===== src/rtl/serializer4_pkg.sv =====
// Shared types and constants for the four-word serializer.
package serializer4_pkg;

  localparam int unsigned WIDTH_DEFAULT = 32;
  localparam int unsigned NUM_WORDS     = 4;
  localparam int unsigned IDX_W         = 2;

  typedef enum logic [1:0] {
    IDLE = 2'd0,
    SEND = 2'd1,
    DONE = 2'd2
  } state_e;

endpackage


===== src/rtl/serializer4_if.sv =====
// Request/emit bus between a word producer and the serializer.
interface serializer4_if #(
  parameter int unsigned WIDTH = serializer4_pkg::WIDTH_DEFAULT
);

  logic                               start;
  logic [WIDTH-1:0]                   in_a;
  logic [WIDTH-1:0]                   in_b;
  logic [WIDTH-1:0]                   in_c;
  logic [WIDTH-1:0]                   in_d;
  logic                               out_ready;
  logic [WIDTH-1:0]                   out_data;
  logic                               out_valid;
  logic [serializer4_pkg::IDX_W-1:0]  out_sel;
  logic                               busy;
  logic                               done;

  modport master (
    output start, in_a, in_b, in_c, in_d, out_ready,
    input  out_data, out_valid, out_sel, busy, done
  );

  modport slave (
    input  start, in_a, in_b, in_c, in_d, out_ready,
    output out_data, out_valid, out_sel, busy, done
  );

endinterface


===== src/rtl/serializer4_mux4.sv =====
// Four-way word selector driven by the serializer's word index.
module mux4 #(
  parameter int unsigned WIDTH = serializer4_pkg::WIDTH_DEFAULT
) (
  input  logic [1:0]       sel_i,
  input  logic [WIDTH-1:0] d0_i,
  input  logic [WIDTH-1:0] d1_i,
  input  logic [WIDTH-1:0] d2_i,
  input  logic [WIDTH-1:0] d3_i,
  output logic [WIDTH-1:0] word_c_o
);

  always_comb begin
    word_c_o = d0_i;
    unique case (sel_i)
      2'd0:    word_c_o = d0_i;
      2'd1:    word_c_o = d1_i;
      2'd2:    word_c_o = d2_i;
      2'd3:    word_c_o = d3_i;
      default: word_c_o = d0_i;
    endcase
  end

endmodule


===== src/rtl/serializer4.sv =====
// Captures four words on start and emits them a..d over a valid/ready
// handshake, then pulses done for one cycle before returning to IDLE.
module serializer4
  import serializer4_pkg::*;
#(
  parameter int unsigned WIDTH = WIDTH_DEFAULT
) (
  input  logic             clk,
  input  logic             reset_n,
  serializer4_if.slave     bus
);

  state_e                          state_q, state_d;
  logic [IDX_W-1:0]                idx_q,   idx_d;
  logic [NUM_WORDS-1:0][WIDTH-1:0] words_q, words_d;
  logic [WIDTH-1:0]                mux_word;
  logic                            send_c;

  // State, index and captured words; synchronous active-low reset.
  always_ff @(posedge clk) begin
    if (!reset_n) begin
      state_q <= IDLE;
      idx_q   <= '0;
      words_q <= '0;
    end else begin
      state_q <= state_d;
      idx_q   <= idx_d;
      words_q <= words_d;
    end
  end

  // Next-state: start only matters in IDLE, so inputs are frozen once captured.
  always_comb begin
    state_d = state_q;
    idx_d   = idx_q;
    words_d = words_q;
    unique case (state_q)
      IDLE: begin
        if (bus.start) begin
          words_d = {bus.in_d, bus.in_c, bus.in_b, bus.in_a};
          idx_d   = '0;
          state_d = SEND;
        end
      end
      SEND: begin
        if (bus.out_ready) begin
          if (idx_q == IDX_W'(NUM_WORDS - 1)) begin
            state_d = DONE;
          end else begin
            idx_d = idx_q + IDX_W'(1);
          end
        end
      end
      DONE: begin
        idx_d   = '0;
        state_d = IDLE;
      end
      default: begin
        idx_d   = '0;
        state_d = IDLE;
      end
    endcase
  end

  mux4 #(.WIDTH(WIDTH)) u_mux4 (
    .sel_i    (idx_q),
    .d0_i     (words_q[0]),
    .d1_i     (words_q[1]),
    .d2_i     (words_q[2]),
    .d3_i     (words_q[3]),
    .word_c_o (mux_word)
  );

  // Outputs decode registered state only; data/sel read as zero outside SEND.
  assign send_c        = (state_q == SEND);
  assign bus.out_valid = send_c;
  assign bus.out_data  = send_c ? mux_word : '0;
  assign bus.out_sel   = send_c ? idx_q : '0;
  assign bus.busy      = (state_q != IDLE);
  assign bus.done      = (state_q == DONE);

endmodule


===== src/flat_wrapper.sv =====
// flat-port wrapper written by rule: the top's interface ports become plain ports
module serializer4_flat import serializer4_pkg::*;
#(
  parameter int unsigned WIDTH = WIDTH_DEFAULT
)
  (clk, reset_n, bus_start, bus_in_a, bus_in_b, bus_in_c, bus_in_d, bus_out_ready, bus_out_data, bus_out_valid, bus_out_sel, bus_busy, bus_done);
  serializer4_if #(.WIDTH(WIDTH)) bus_i ();
  input  logic clk;
  input  logic reset_n;
  input wire logic [$bits(bus_i.start)-1:0] bus_start;
  input wire logic [$bits(bus_i.in_a)-1:0] bus_in_a;
  input wire logic [$bits(bus_i.in_b)-1:0] bus_in_b;
  input wire logic [$bits(bus_i.in_c)-1:0] bus_in_c;
  input wire logic [$bits(bus_i.in_d)-1:0] bus_in_d;
  input wire logic [$bits(bus_i.out_ready)-1:0] bus_out_ready;
  output wire logic [$bits(bus_i.out_data)-1:0] bus_out_data;
  output wire logic [$bits(bus_i.out_valid)-1:0] bus_out_valid;
  output wire logic [$bits(bus_i.out_sel)-1:0] bus_out_sel;
  output wire logic [$bits(bus_i.busy)-1:0] bus_busy;
  output wire logic [$bits(bus_i.done)-1:0] bus_done;
  assign bus_i.start = bus_start;
  assign bus_i.in_a = bus_in_a;
  assign bus_i.in_b = bus_in_b;
  assign bus_i.in_c = bus_in_c;
  assign bus_i.in_d = bus_in_d;
  assign bus_i.out_ready = bus_out_ready;
  assign bus_out_data = bus_i.out_data;
  assign bus_out_valid = bus_i.out_valid;
  assign bus_out_sel = bus_i.out_sel;
  assign bus_busy = bus_i.busy;
  assign bus_done = bus_i.done;
  serializer4 #(.WIDTH(WIDTH)) u_core (.clk(clk), .reset_n(reset_n), .bus(bus_i));
endmodule

===== config.mk =====
export PLATFORM = sky130hd
export DESIGN_NAME = serializer4_flat
export DESIGN_NICKNAME = d
export VERILOG_FILES = /design/src/rtl/serializer4_pkg.sv /design/src/rtl/serializer4_if.sv /design/src/rtl/serializer4_mux4.sv /design/src/rtl/serializer4.sv /design/src/flat_wrapper.sv
export SDC_FILE = /design/constraint.sdc
export NUM_CORES = 1
export LEC_CHECK = 0
export CORE_ASPECT_RATIO = 1.2
export CORE_UTILIZATION = 45
export CTS_CLUSTER_DIAMETER = 150
export CTS_CLUSTER_SIZE = 24
export DETAILED_ROUTE_END_ITERATION = 6
export GPL_ROUTABILITY_DRIVEN = 0
export GPL_TIMING_DRIVEN = 0
export PLACE_DENSITY = 0.74
export SLEW_MARGIN = 20
export SYNTH_ARGS = -nofsm -noshare
export SYNTH_HDL_FRONTEND = slang
export SYNTH_SLANG_ARGS = --single-unit

===== constraint.sdc =====
create_clock -name clk -period 3.8 [get_ports clk]
set_clock_uncertainty 0.15 [all_clocks]
set_input_delay 0.76 -clock clk [delete_from_list [all_inputs] [get_ports clk]]
set_output_delay 0.76 -clock clk [all_outputs]
set_load 0.01 [all_outputs]

Word-level counts from Yosys, hierarchy flattened
Cells that the tools add are included.
{"block": "op_classes", "mux": 11, "eq_ne": 9, "n_reduce_logical": 6, "addsub": 1}
{"cell": "32-bit case mux with 4 select lines", "n": 1}
{"cell": "32-bit two-way mux", "n": 1}
{"cell": "2-bit two-way mux", "n": 7}
{"cell": "2-bit != test (second input constant)", "n": 4}
{"cell": "2-bit case mux with 2 select lines", "n": 2}
{"cell": "2-bit == test (second input constant)", "n": 3}
{"cell": "3-bit AND reduction", "n": 2}
{"cell": "2-bit by 1-bit == test with 1-bit output (second input constant)", "n": 2}
{"cell": "2-bit zero test", "n": 2}
{"cell": "2-bit by 1-bit adder with 2-bit output (second input constant)", "n": 1}
{"cell": "2-bit AND reduction", "n": 1}
{"cell": "2-bit nonzero test", "n": 1}
{"block": "word_totals", "elab_cells": 33, "out_inout_bits": 37, "ff_bits": 132, "input_bits": 132}

Longest topological paths before layout
Gate-level depths: netlist of the first run.
{"block": "depth", "depth_word": 4, "mapped_depth": 6, "depth_no_buf": 5}

Cells and area by module
From an unflattened synthesis of the first run, not the netlist that was laid out.
{"block": "unflattened", "cells_unflattened": 651, "hier_area_um2": 6008.3}
{"mod": "serializer4", "area_each_um2": 5193.7, "instances": 1, "cells_each": 612}
{"mod": "mux4", "area_each_um2": 814.5, "instances": 1, "cells_each": 39}

Worst setup path before layout of the first run
No wires, ideal clock.
{"block": "synth_timing", "kind": "register -> output", "from": "register u_core.idx_q[1]", "to": "output port bus_out_data[26]", "path_slack_ns": 1.528, "t_arrival_ns": 1.362, "n_path_buf": 2, "path_stages_with_launch": 6, "cell_sequence": "dfxtp_1 -> ha_1 -> clkbuf_1 -> clkbuf_1 -> a222oi_1 -> a21oi_1"}
{"block": "synth_between", "elab_chain_cells": 3, "elab_cells_between_ends": 6}
{"item": "from (decl)", "line": "serializer4.sv:14", "source": "logic [IDX_W-1:0] idx_q, idx_d;"}
{"item": "from (signal assigned)", "line": "serializer4.sv:27", "source": "idx_q <= idx_d;"}
{"item": "2-bit == test, or another cell as far along", "line": "serializer4_mux4.sv:15", "source": "unique case (sel_i)"}
{"item": "32-bit case mux with 4 select lines (*)", "line": "serializer4_mux4.sv:15"}
{"item": "32-bit two-way mux (*)", "line": "serializer4.sv:77", "source": "assign bus.out_data = send_c ? mux_word : '0;"}
{"item": "to (decl)", "line": "flat_wrapper.sv:16", "source": "output wire logic [$bits(bus_i.out_data)-1:0] bus_out_data;"}
Mark *: on every way between the ends. The rest lies on a longest branch, timed or not.

Final worst setup path of the first run
{"block": "layout_timing", "from": "register u_core.idx_q[1]", "to": "output port bus_out_data[1]"}
Same word-level chain as after synthesis.

==> impl_metrics.py, run 1 <==
metrics = {
    "min_path": {
        "hold_depth": 2,
        "hold_start": "u_core.words_q[17]$_SDFFE_PN0P_",
        "whs_endpoint": "u_core.words_q[17]$_SDFFE_PN0P_",
        "hp-class": "flop to flop",
    },
    "detailed_routing": {
        "vias": 5707,
        "firstDrtPassIters": 6,
        "viasPerCell": 5.38,
        "routed_wl_um": 17900,
        "drc": 0,
        "antenna_left": 0,
        "wire_per_inst_um": 16.8,
        "drtIter0Drc": 396,
    },
    "die": {
        "core_mm2": 0.0122,
        "die_x_um": 104,
        "die_h_um": 125,
        "num_rows": 44,
        "dieArea_mm2": 0.0130,
        "initial_utilization": 0.465,
        "io_pins": 169,
    },
    "setup_path": {
        "r2r_end": "u_core.state_q[0]$_SDFFE_PN0P_",
        "r2r_slack_ns": 1.88,
        "reg2reg_depth": 5,
        "slowest_stage": "clkdlybuf4s50_1",
        "crit_buf_inv": 3,
        "required_ns": 2.89,
        "cpPeakStageDelay_ns": 0.57,
        "worstSetupEndpointType": "output pin",
        "cp_cell_sequence": "ha_1 > clkbuf_1 > buf_1 > a222oi_1 > a21oi_1 > clkdlybuf4s50_1",
        "startpoint_type": "flop",
        "path_class": "flop to output pin",
        "crit_family": "buffers and inverters",
        "cp.arrival_ns": 2.77,
        "crit_fanout": 10,
        "reg2reg_from": "u_core.idx_q[1]$_SDFFE_PN0P_",
    },
    "synth": {
        "synth_largest_area_cell": "dfxtp_1",
        "synth_simple_gate_area_frac": 0.183,
        "yosys.cell_count.top_type": "nand2_1",
        "async_flop_share": 0,
        "seq_area_frac_synth": 0.467,
        "synth-compound-area-share": 0.288,
        "synth_cell_type_count": 24,
        "syn_area_mm2": 0.00566,
        "synthCells": 699,
        "synth_nets": 835,
        "synth_common_cells": "nand2_1 (257), dfxtp_1 (132), a21boi_1 (120)",
        "synthTopCellsByArea": "dfxtp_1 (47%), nand2_1 (17%), a21boi_1 (16%)",
        "yosysWarnings": 0,
        "synthMuxAreaShare": 0.00199,
        "ys_ff_latch": 132,
        "yosysTopAreaCellShare": 0.467,
        "synth_edf_count": 0,
        "synth_top_family_by_area": "compound AO/OA/AOI/OAI gates",
        "synthAdderAreaFrac": 0.00884,
        "avgSynthCellArea_um2": 8.10,
        "synthFlopType": "dfxtp_1",
        "synth_xor_area_frac": 0,
    },
    "placed_design": {
        "hpwl_um": 13000,
        "placedCellCount": 1028,
        "io_buffers": 168,
    },
    "sta": {
        "period_needed_ns": 3.68,
        "rsz0062_at_grt": "false",
        "fin_tns_setup_ns": 0,
        "holdWs_ns": 0.300,
        "slew_viol_final": 0,
        "fin_crit_sh": 0.968,
        "worst_pin_slew_ns": 0.625,
        "hold_violations": 0,
        "slew_headroom": 0.583,
        "max_freq_mhz": 272,
        "report.final.setup_viol": 0,
    },
    "global_routing": {
        "overflow": 0,
        "antenna_found_initial": 0,
        "grt_pass1_vias": 5835,
        "grt_pass1_wl_um": 28200,
        "grt_max_degree": 17,
        "track_usage": 0.279,
    },
    "clock_tree": {
        "cts.sinks": 132,
        "cts_hold_buf": 0,
        "root_buffer": "clkbuf_16",
        "cts_tree": "yes",
        "cts_buffers": 17,
        "htree_levels": 4,
        "insertion_delay_ns": 0.41,
        "clockBufferDepth": 2,
        "clkSlewWorstSetupHoldPaths_ns": 0.06,
    },
    "layout": {
        "num_antenna_cells": 0,
        "nNetsFinal": 1022,
        "post-route-util": 0.672,
        "fin_cells": 1060,
        "areaGrowthSynthToFinish_pct": 44.4,
        "drive_above_1_share": 0.0701,
    },
    "power_and_ir_drop": {
        "power_per_cell_area_mw_per_mm2": 459,
        "p_total_mw": 3.75,
        "ir_worst_vdd_uv": 257,
        "p_leak_nw": 3.06,
    },
    "outcome": {
        "status": "complete, no violations",
    },
    "job": {
        "cap_violations": 0,
    },
}
==> cells in the final DEF (no fill, tap or decap), types with 3 or more instances in the layout <==
cell	n
a21boi_1	120
ha_1	4
a21boi_0	8
nand2_1	257
a222oi_1	32
clkbuf_16	17
a21oi_1	33
clkinv_2	3
dfxtp_1	132
clkbuf_8	3
clkbuf_1	32
inv_1	4
bufinv_16	4
o21ai_0	32
buf_2	28
clkdlybuf4s50_1	168
==> metal layers <==
| layer | up-vias | part of all wire | global-route usage |
|---|---|---|---|
| li1 | 2768 | - | - |
| met1 | 2664 | 0.41 | 0.312 |
| met2 | 239 | 0.50 | 0.500 |
| met3 | 36 | 0.059 | 0.0539 |
| met4 | 0 | 0.028 | 0.139 |
| met5 | - | 0 | 0 |
==> state kept, by name, indices dropped and copies added, names as in the netlist <==
signal,count
u_core.idx_q,2
u_core.state_q,2
u_core.words_q,128
==> tightest hold or removal path: cells and delay by family, from the launching register on <==
kind / cells / cell delay [ns]
AND/OR/NAND/NOR: 1 / 0.05
AO/OA/AOI/OAI: 1 / 0.05
flip-flops: 1 / 0.30
==> how the worst max path moves through the flow <==
stage	startpoint	to	slack (ns)	cells after the start
after floorplan	u_core.idx_q[1]$_SDFFE_PN0P_	bus_out_data[26]	1.53	5
after global placement	u_core.idx_q[1]$_SDFFE_PN0P_	bus_out_data[1]	0.63	6
after detailed placement	u_core.idx_q[1]$_SDFFE_PN0P_	bus_out_data[1]	0.57	6
after CTS	u_core.idx_q[1]$_SDFFE_PN0P_	bus_out_data[1]	0.09	6
after global routing	u_core.idx_q[1]$_SDFFE_PN0P_	bus_out_data[1]	0.01	6
final	u_core.idx_q[1]$_SDFFE_PN0P_	bus_out_data[1]	0.12	6
==> what timing repair did <==
| action | 4_1_cts | 5_1_grt |
|---|---|---|
| setup endpoints to repair | 0 | 4 |
| setup buffers | 0 | 0 |
| resized for setup | 0 | 3 |
==> cell families after synthesis <==
group / Yosys count
mux: 1
fa+ha+maj: 4
flops: 132
simple gates: 268
buf+inv: 66
compound gates: 228
==> power breakdown <==
group | switching (mW) | leakage [nW] | total, mW | internal (mW)
registers | 0.0463 | 1.08 | 1.52 | 1.47
clock network | 0.592 | 0.303 | 1.74 | 1.15
logic | 0.244 | 1.67 | 0.499 | 0.255
total | 0.882 | 3.06 | 3.75 | 2.87
==> through the flow <==
stage                     setup WS, ns  instance area (µm²)
after floorplan                   1.53                 5660
after global placement           0.627                 7540
after detailed placement         0.572                 7540
after CTS                       0.0899                 8170
after global routing            0.0111                 8170
final                            0.123                 8170
==> layout make-up <==
type                            count  area (µm²)
Clock buffer                       23         478
Tap cell                          161         201
Buffer                             61         273
Fill cell                        1030        3990
Timing Repair Buffer              168        1680
Inverter                            5        18.8
Clock inverter                      9         150
Sequential cell                   132        2640
Multi-Input combinational cell    501        2730
(Power assumes the default switching activity.)
==> inputs of run 2 (changes only) <==
- ABC_CLOCK_PERIOD_IN_PS: not set -> 3800
- CORE_MARGIN: not set -> 2
- CORE_UTILIZATION: 45 -> 51
- PLACE_DENSITY: 0.74 -> 0.83
==> run 2 against run 1 <==
Net effect: the run now ends with design-rule violations left; power up 3.5%; routed wire length grew 3.3%; core utilization increased by 7.7 points; combinational power is 0.8% higher; via count grew 3.3%; worst hold slack got worse by 0.00058 ns; first-iteration DRC count up 46%; critical endpoint unchanged; largest cell class unchanged; highest routed layer unchanged.
==> impl_metrics.py, run 2 (synthesis results as in run 1) <==
metrics = {
    "sta": {
        "max_freq_mhz": 269,
        "worst_pin_slew_ns": 0.638,
        "period_needed_ns": 3.72,
        "slew_viol_final": 0,
        "setup_ws_ns": 0.0761,
        "holdWs_ns": 0.300,
        "fin_tns_setup_ns": 0,
        "hold_violations": 0,
        "report.final.setup_viol": 0,
        "rsz0062_at_grt": "false",
        "slew_headroom": 0.574,
        "fin_crit_sh": 0.980,
    },
    "power_and_ir_drop": {
        "p_total_mw": 3.88,
        "power_per_cell_area_mw_per_mm2": 475,
        "p_leak_nw": 3.08,
        "p_int_mw": 2.97,
        "p_sw_frac": 0.236,
        "ir_worst_vdd_uv": 302,
        "power_frac_clock": 0.480,
        "p_switching_mw": 0.915,
        "pwr-share-comb": 0.129,
        "pwr-share-seq": 0.391,
    },
    "layout": {
        "regMostFlops": "u_core.words_q",
        "num_antenna_cells": 0,
        "nNetsFinal": 1022,
        "layout_commonest_cell": "nand2_1",
        "areaGrowthSynthToFinish_pct": 44.5,
        "fin_cells": 1031,
        "largestRegisters": "u_core.words_q x128, u_core.idx_q x2, u_core.state_q x2",
        "largest_register_ffs": 128,
        "drive_above_1_share": 0.0723,
        "final_cell_mix": "nand2_1 (257), clkdlybuf4s50_1 (168), dfxtp_1 (132)",
        "n_fill_cell": 793,
        "post-route-util": 0.749,
        "finish.instance_area_mm2": 0.00818,
    },
    "clock_tree": {
        "clockBufferDepth": 2,
        "cts_hold_buf": 0,
        "htree_levels": 4,
        "cts.sinks": 132,
        "root_buffer": "clkbuf_16",
        "insertion_delay_ns": 0.42,
        "cts_buffers": 17,
        "clkSlewWorstSetupHoldPaths_ns": 0.06,
        "cts_tree": "yes",
    },
    "job": {
        "cap_violations": 0,
    },
    "detailed_routing": {
        "viasPerCell": 5.72,
        "drc": 7,
        "routed_wl_um": 18400,
        "antenna_left": 0,
        "vias": 5893,
        "wire_per_inst_um": 17.9,
        "drtIter0Drc": 579,
        "firstDrtPassIters": 7,
    },
    "global_routing": {
        "antenna_found_initial": 0,
        "grt_pass1_wl_um": 28700,
        "overflow": 0,
        "track_usage": 0.309,
        "grt_max_degree": 17,
        "grt_pass1_vias": 6025,
    },
    "die": {
        "io_pins": 169,
        "initial_utilization": 0.518,
        "die_h_um": 119,
        "core_mm2": 0.0109,
        "die_x_um": 100,
        "num_rows": 42,
        "dieArea_mm2": 0.0120,
    },
    "placed_design": {
        "hpwl_um": 13200,
        "postPlaceCellArea_mm2": 0.00751,
        "pre_cts_ws_ns": 0.575,
        "io_buffers": 168,
        "placedCellCount": 999,
    },
    "min_path": {
        "hp-class": "flop to flop",
    },
    "outcome": {
        "status": "complete, but fails checks",
        "violations": "design-rule violations",
    },
    "setup_path": {
        "required_ns": 2.89,
        "path_class": "flop to output pin",
        "worstSetupEndpointType": "output pin",
        "startpoint_type": "flop",
        "crit_fanout": 10,
        "cp.arrival_ns": 2.81,
    },
}
[run 2: changes by cell type in the layout (fill, tap and decap cells not counted), sizes merged]
cell | previous run | this run
buf | 31 | 30
bufinv | 4 | 6
clkbuf | 53 | 50
clkinv | 4 | 5
clkinvlp | 2 | 3
[run 2: what timing repair did]
item                       4_1_cts  5_1_grt
setup buffers                    0        0
resized for setup                0        2
setup endpoints to repair        0        1
[run 2: layout make-up]
class | instances | area, µm² | area share
plain buffers | 61 | 273 | 0.0333
multi-input cells | 501 | 2730 | 0.333
repair buffers | 168 | 1680 | 0.206
clock inverters | 13 | 230 | 0.0281
clock buffers | 19 | 443 | 0.0541
flip-flops and latches | 132 | 2640 | 0.323
well taps | 132 | 165 | 0.0202
inverters | 5 | 18.8 | 0.00229
[run 2: metal layers]
layer,global-route usage,vias to the layer above,share of wire
met5,0,-,0
met4,0.165,0,0.032
met3,0.0458,54,0.073
met2,0.544,322,0.51
met1,0.354,2750,0.38
li1,-,2767,-
[run 2: critical path: stages (launching register included)]
cell             delay [ns]
dfxtp_1                0.40
ha_1                   0.17
clkbuf_1               0.33
clkbuf_1               0.49
a222oi_1               0.16
a21oi_1                0.26
clkdlybuf4s50_1        0.58
[run 2: final timing paths]
path / from / to / slack (ns) / cells after the start
worst max-delay path: u_core.idx_q[1]$_SDFFE_PN0P_ / bus_out_data[1] / 0.08 / 6
worst min-delay path: u_core.words_q[11]$_SDFFE_PN0P_ / u_core.words_q[11]$_SDFFE_PN0P_ / 0.30 / 2
worst max register to register: u_core.idx_q[1]$_SDFFE_PN0P_ / u_core.state_q[0]$_SDFFE_PN0P_ / 1.85 / 5
worst min register to register: u_core.words_q[11]$_SDFFE_PN0P_ / u_core.words_q[11]$_SDFFE_PN0P_ / 0.30 / 2
[run 2: power by group through the flow]
stage	logic, mW	clock network, mW	registers, mW
finish	0.503	1.86	1.52
global route	0.544	1.92	1.52
CTS	0.500	1.86	1.51
detailed placement	0.493	0	1.54
global placement	0.481	0	1.54
floorplan	0.238	0	1.53
